### src/rtl/aes_pkg.sv
// rtl/aes_pkg.sv - shared AES constants, FSM encodings and GF(2^8) helpers
package aes_pkg;

    localparam int BYTE_W = 8;
    localparam int COL_W  = 32;
    localparam logic [8:0] AES_POLY = 9'h11B;

    typedef enum logic [1:0] {
        IDLE = 2'd0,
        BUSY = 2'd1,
        DONE = 2'd2
    } state_t;

    // Products of one byte by the four InvMixColumns coefficients
    typedef struct packed {
        logic [BYTE_W-1:0] m9;
        logic [BYTE_W-1:0] mb;
        logic [BYTE_W-1:0] md;
        logic [BYTE_W-1:0] me;
    } inv_mul_t;

    function automatic logic [BYTE_W-1:0] xtime(input logic [BYTE_W-1:0] b);
        return {b[BYTE_W-2:0], 1'b0} ^ (b[BYTE_W-1] ? AES_POLY[BYTE_W-1:0] : {BYTE_W{1'b0}});
    endfunction

    function automatic inv_mul_t inv_mul(input logic [BYTE_W-1:0] a);
        logic [BYTE_W-1:0] x2;
        logic [BYTE_W-1:0] x4;
        logic [BYTE_W-1:0] x8;
        inv_mul_t m;
        x2   = xtime(a);
        x4   = xtime(x2);
        x8   = xtime(x4);
        m.m9 = x8 ^ a;
        m.mb = x8 ^ x2 ^ a;
        m.md = x8 ^ x4 ^ a;
        m.me = x8 ^ x4 ^ x2;
        return m;
    endfunction

endpackage

### src/rtl/inv_mixcol_word.sv
// rtl/inv_mixcol_word.sv - combinational InvMixColumns of one 32-bit column
import aes_pkg::*;

module inv_mixcol_word (
    input  logic [COL_W-1:0] col,
    output logic [COL_W-1:0] res
);

    // byte 0 of the column sits in the most significant byte
    inv_mul_t m [4];

    always_comb begin
        for (int r = 0; r < 4; r++) begin
            m[r] = inv_mul(col[COL_W-1-BYTE_W*r -: BYTE_W]);
        end
        res[31:24] = m[0].me ^ m[1].mb ^ m[2].md ^ m[3].m9;
        res[23:16] = m[0].m9 ^ m[1].me ^ m[2].mb ^ m[3].md;
        res[15:8]  = m[0].md ^ m[1].m9 ^ m[2].me ^ m[3].mb;
        res[7:0]   = m[0].mb ^ m[1].md ^ m[2].m9 ^ m[3].me;
    end

endmodule

### src/rtl/inv_mixcol_seq.sv
// rtl/inv_mixcol_seq.sv - handshaked AES InvMixColumns engine (INV_MIXCOL_UNROLL_EN: all columns in one cycle)
import aes_pkg::*;

module inv_mixcol_seq #(
    parameter int NCOL = 4
) (
    input  logic         clk,
    input  logic         rst,
    input  logic         in_valid,
    output logic         in_ready,
    input  logic [0:127] in_state,
    output logic         out_valid,
    input  logic         out_ready,
    output logic [0:127] out_state
);

    state_t       state;
    state_t       state_nxt;
    logic [0:127] in_reg;
    logic         busy_last;

`ifdef INV_MIXCOL_UNROLL_EN
    logic [COL_W-1:0] col_res [NCOL];

    for (genvar c = 0; c < NCOL; c++) begin : g_col
        inv_mixcol_word u_word (
            .col (in_reg[COL_W*c +: COL_W]),
            .res (col_res[c])
        );
    end

    assign busy_last = 1'b1;

    always_ff @(posedge clk or posedge rst) begin
        if (rst) begin
            in_reg    <= '0;
            out_state <= '0;
        end else begin
            case (state)
                IDLE: if (in_valid) in_reg <= in_state;
                BUSY: begin
                    for (int c = 0; c < NCOL; c++) begin
                        out_state[COL_W*c +: COL_W] <= col_res[c];
                    end
                end
                default: ;
            endcase
        end
    end
`else
    localparam int CNT_W = $clog2(NCOL);

    logic [CNT_W-1:0] cnt;
    logic [COL_W-1:0] col_res;
    logic [6:0]       col_base;

    // NCOL is 4, so column c starts at bit 32c of the 128-bit state
    assign col_base  = {cnt, 5'd0};
    assign busy_last = (cnt == CNT_W'(NCOL - 1));

    inv_mixcol_word u_word (
        .col (in_reg[col_base +: COL_W]),
        .res (col_res)
    );

    always_ff @(posedge clk or posedge rst) begin
        if (rst) begin
            in_reg    <= '0;
            out_state <= '0;
            cnt       <= '0;
        end else begin
            case (state)
                IDLE: begin
                    if (in_valid) begin
                        in_reg <= in_state;
                        cnt    <= '0;
                    end
                end
                BUSY: begin
                    out_state[col_base +: COL_W] <= col_res;
                    cnt                          <= cnt + 1'b1;
                end
                default: ;
            endcase
        end
    end
`endif

    always_ff @(posedge clk or posedge rst) begin
        if (rst) state <= IDLE;
        else     state <= state_nxt;
    end

    always_comb begin
        state_nxt = state;
        in_ready  = 1'b0;
        out_valid = 1'b0;
        case (state)
            IDLE: begin
                in_ready = 1'b1;
                if (in_valid) state_nxt = BUSY;
            end
            BUSY: begin
                if (busy_last) state_nxt = DONE;
            end
            DONE: begin
                out_valid = 1'b1;
                if (out_ready) state_nxt = IDLE;
            end
            default: state_nxt = IDLE;
        endcase
    end

endmodule

### config.mk
export PLATFORM = sky130hd
export DESIGN_NAME = inv_mixcol_seq
export DESIGN_NICKNAME = d
export VERILOG_FILES = /design/src/rtl/aes_pkg.sv /design/src/rtl/inv_mixcol_word.sv /design/src/rtl/inv_mixcol_seq.sv
export SDC_FILE = /design/constraint.sdc
export NUM_CORES = 1
export LEC_CHECK = 0
export BUFFER_PORTS_ARGS = -buffer_cell sky130_fd_sc_hd__buf_2
export CAP_MARGIN = 20
export CORE_MARGIN = 2
export CORE_UTILIZATION = 30
export CTS_CLUSTER_SIZE = 40
export DETAILED_ROUTE_END_ITERATION = 12
export PLACE_DENSITY = 0.49
export RECOVER_POWER = 25
export SYNTH_ARGS = -nofsm -noshare
export SYNTH_HDL_FRONTEND = slang
export SYNTH_SLANG_ARGS = --single-unit
### constraint.sdc
create_clock -name clk -period 11.53 [get_ports clk]
set_input_delay 2.306 -clock clk [delete_from_list [all_inputs] [get_ports clk]]
set_output_delay 2.306 -clock clk [all_outputs]
set_load 0.02 [all_outputs]
[Word level (Yosys, flattened, before mapping)]
Cells that the tools add are included.
Storage, ports and cells
  logic and storage cells: 90
  bits of input ports: 132
  register bits after elaboration: 260
  output and inout bits: 130
Operators by class
  bitwise operators: 49
  shifts and indexed selects: 3
  reductions and logical operators: 5
  muxes and demuxes: 21
  equality and inequality tests: 6
  add/sub/neg operators: 2
Operators by type and width (number)
  $xor A8 B8 Y8: 48
  $shift A129 B9 Y128 const A: 1
  $shiftx A128 B8 Y129: 1
  $shiftx A129 B9 Y128: 1
  $bwmux W128: 1
  $mux W5: 12
  $neg A8 Y9: 1
  $mux W2: 4
  $not A7 Y8: 1
  $ne A2 B2 Y1 const B: 3
  $pmux W2 S3: 1
  $eq A2 B2 Y1 const B: 2
  $pmux W2 S2: 1
  $reduce_and A2 Y1: 2
  $reduce_and A3 Y1: 1
  $add A2 B1 Y2 const B: 1
  $eq A2 B1 Y1 const B: 1
  $logic_not A2 Y1: 1
  $mux W1: 2
  $reduce_bool A2 Y1: 1

[Logic depth before layout (Yosys ltp)]
  word-level depth: 15
  depth in mapped cells: 10
  mapped depth without buffers: 6

[Modules after synthesis]
Synthesis repeated with hierarchy kept, for this count alone.
Unflattened totals
  cells, all modules: 982
  area total of the unflattened synthesis: 14084.8 µm²
By module, submodules not included
  inv_mixcol_seq: cells each 768, area each 12005.3 µm², instances 1, seq. area each 6506.2 µm²
  inv_mixcol_word: cells each 214, area each 2079.5 µm², instances 1, seq. area each 0.0 µm²

[Worst setup path before layout]
Ideal clock, no wire load.
  path kind: input port to flip-flop
  from: input in_valid
  to: register in_reg[100] (netlist name)
  library setup time: 125 ps
  arrival: 3474 ps
  stages on the path: 4
  slack: 7932 ps
  cell sequence: and2_1 > clkbuf_1 > buf_1 > mux2_2
Between the ends
  word-level cells in the longest chain between the ends: 1
Ends and longest elaborated chain
  start: declaration: RTL line inv_mixcol_seq.sv:9  | input logic in_valid,
  $reduce_and A2 Y1 (no line)
  end signal: assignment: RTL line inv_mixcol_seq.sv:75  | in_reg <= in_state;
  end: declaration: RTL line inv_mixcol_seq.sv:19  | logic [0:127] in_reg;
Every way passes these cells.
A chain may end at the register's enable or synchronous reset.

==> flow_summary.yaml <==
critical_path:
  cp.depth: 3
  reg2reg_depth: 7
  cp_top_family: "buffers and inverters"
  slowest_stage: "clkinvlp_2"
  crit_type: "primary input to asynchronous set/reset pin"
  cp_num_buf_inv: 3
  endpoint_kind: "asynchronous set/reset pin"
  worstPathMaxFanout: 107
  required_ps: 11860
  timing.critical_path.slowest_cell_delay_ps: 2700
  cp_cell_sequence: "buf_2, clkinvlp_2, clkbuf_1"
  arrival_ps: 6590
  cp-start-kind: "primary input"
synthesis:
  netlist_top_cells_area: "dfrtp_1, mux2_2, xnor3_1"
  postSynthAreaPerCell_um2: 13.5
  synthTopCellsByCount: "dfrtp_1, mux2_2, nand2_1"
  yosysTopAreaCell: "dfrtp_1"
  yosysMostFrequentCell: "dfrtp_1"
  ys_warn_count: 0
  syn_nets: 1079
  synth_cell_types: 32
  synth_cells: 943
  ys.flop_type: "dfrtp_1"
  async_flop_share_pct: 100
  syn_area_mm2: 0.0127
  synth_edf_count: 0
  ys_ff_latch: 260
  synth_top_area_share_pct: 51.1
  ys_seq_area_share_pct: 51.1
clock_network:
  clk_path_buf_depth: 3
  cts_setup_buffers: 0
  clockRootBuffer: "clkbuf_16"
  cts_tree: "yes"
  clk_latency_ps: 570
  path_clk_slew_ps: 60
  postCtsHoldBufs: 0
  cts-resized-gates: 0
  cts_buffers: 31
  cts.sinks: 260
  htree_levels: 1
placed_design:
  place_congestion: 0.782
  io_buffers: 261
  dp_hpwl_um: 26400
  place_area_mm2: 0.0145
drt:
  wl_um: 36100
  post_drt_wl_per_cell_um: 20.6
  vias: 8102
  vias_per_cell: 4.61
  route.detailed.drc: 0
  drt-pass1-iter-count: 7
  drtAntennaViolNets: 0
  drt_iter0_drc: 414
layout:
  n_fill_cell: 4143
  regArea_mm2: 0.00651
  syn_to_final_growth_pct: 22.7
  drive_gt1_share_pct: 41.9
  final_cell_area_mm2: 0.0156
  multi_input_area_mm2: 0.00590
  nets: 1327
timing:
  setup_violations: 0
  slew_viol_final: 211
  relSlewSlack_pct: -228
  min_period_ps: 6260
  finClkSkew_ps: 13.2
  worst_hold_slack_ps: 471
  tightest_slew_ps: 4900
  hold_viol_final: 0
  fin_crit_sh_pct: 54.3
  rsz0062_at_grt: "false"
  tns_ps: 0
  fmax_ghz: 0.160
global_routing:
  overflow: 0
  grt_pass1_wl_um: 54700
  antenna_found_initial: 14
  grt_max_degree: 108
  grt_pass1_vias: 8415
  track_usage_pct: 16.4
floorplanning:
  num_rows: 75
  die_x_um: 210
  dieHeight_um: 210
  coreArea_mm2: 0.0419
  die-area_mm2: 0.0441
  io_pins: 262
  start_util_pct: 30.3
hold_path:
  hold_depth: 2
  hold_path_class: "register to register"
job:
  cap_violations: 4
run_status:
  outcome: "finished, violations left"
  violations: "max-capacitance violations, max-slew violations"
## layout by cell type, fill, tap and decap left out, types with 3 or more instances in the layout
master	instances
xnor3_1	37
xor2_1	35
o21ai_0	82
xnor2_4	5
mux2_2	128
a22o_1	13
mux4_2	31
clkbuf_1	9
xnor2_2	11
xor2_2	3
nand2_1	119
bufinv_16	3
ha_1	4
clkbuf_16	31
nor3_1	4
buf_2	260
clkbuf_8	8
diode_2	4
xnor2_1	89
buf_4	10
dfrtp_1	258
nand4_1	4
inv_1	4
xnor3_2	3
nor2_1	5
o21ai_1	35
clkinv_2	4
## worst paths after layout
| check | from | to | slack, ps |
|---|---|---|---|
| worst min register to register | out_state[69] | out_state[69] | 470 |
| min in group asynchronous | rst | in_reg[59] | 3230 |
| max in group clk | cnt[0] | out_state[122] | 6060 |
| worst max-delay path | rst | in_reg[7] | 5270 |
| worst min-delay path | out_state[69] | out_state[69] | 470 |
| worst max register to register | cnt[0] | out_state[122] | 6060 |
## logic make-up (layout without fill, tap and decap cells)
| group | after synthesis | count (layout) | synth area share [%] |
|---|---|---|---|
| and+or+nand+nor | 136 | 136 | 4.19 |
| xor gates and xnor gates | 186 | 186 | 19.1 |
| adders and majority gates | 4 | 4 | 0.393 |
| AOI/OAI and AO/OA | 131 | 131 | 5.55 |
| DFF | 260 | 260 | 51.1 |
| other | 0 | 4 | 0 |
| muxes | 161 | 161 | 17.1 |
| buffers and inverters | 65 | 337 | 2.57 |
## layout make-up
type	count	area share, %
antenna	4	0.0641
clock buffer	45	5.82
clock inverter	12	0.970
inverter	5	0.128
multi-input combinational	618	37.8
sequential	260	41.7
tap	539	4.32
timing repair buffer	275	9.24
## through the flow
step | worst slack [ps] | std cells | util (%)
after CTS | 7160 | 1752 | 37.1
after floorplan | 2070 | 943 | -
after global placement | 7000 | 1695 | 34.6
final | 5270 | 1758 | 37.2
after detailed placement | 7000 | 1695 | 34.6
after global routing | 4230 | 1755 | 37.2
## routing by layer
| layer | global-route usage, % | wire (µm) | vias up | part of all wire (%) |
|---|---|---|---|---|
| met1 | 22.3 | 16000 | 4009 | 44 |
| met2 | 26.6 | 16800 | 244 | 46 |
| met4 | 2.91 | 567 | 20 | 1.6 |
| met5 | 0 | 126 | - | 0.35 |
| li1 | - | - | 3770 | - |
| met3 | 4.60 | 2640 | 59 | 7.3 |
## tightest hold or removal path, stage by stage (launching register included)
cell	delay, ps
dfrtp_1	340
nand2_1	40
o21ai_0	60
Power is left out: the tool's default activity adds up to more than one toggle a clock period on the data nets, which glitch-free logic cannot reach.
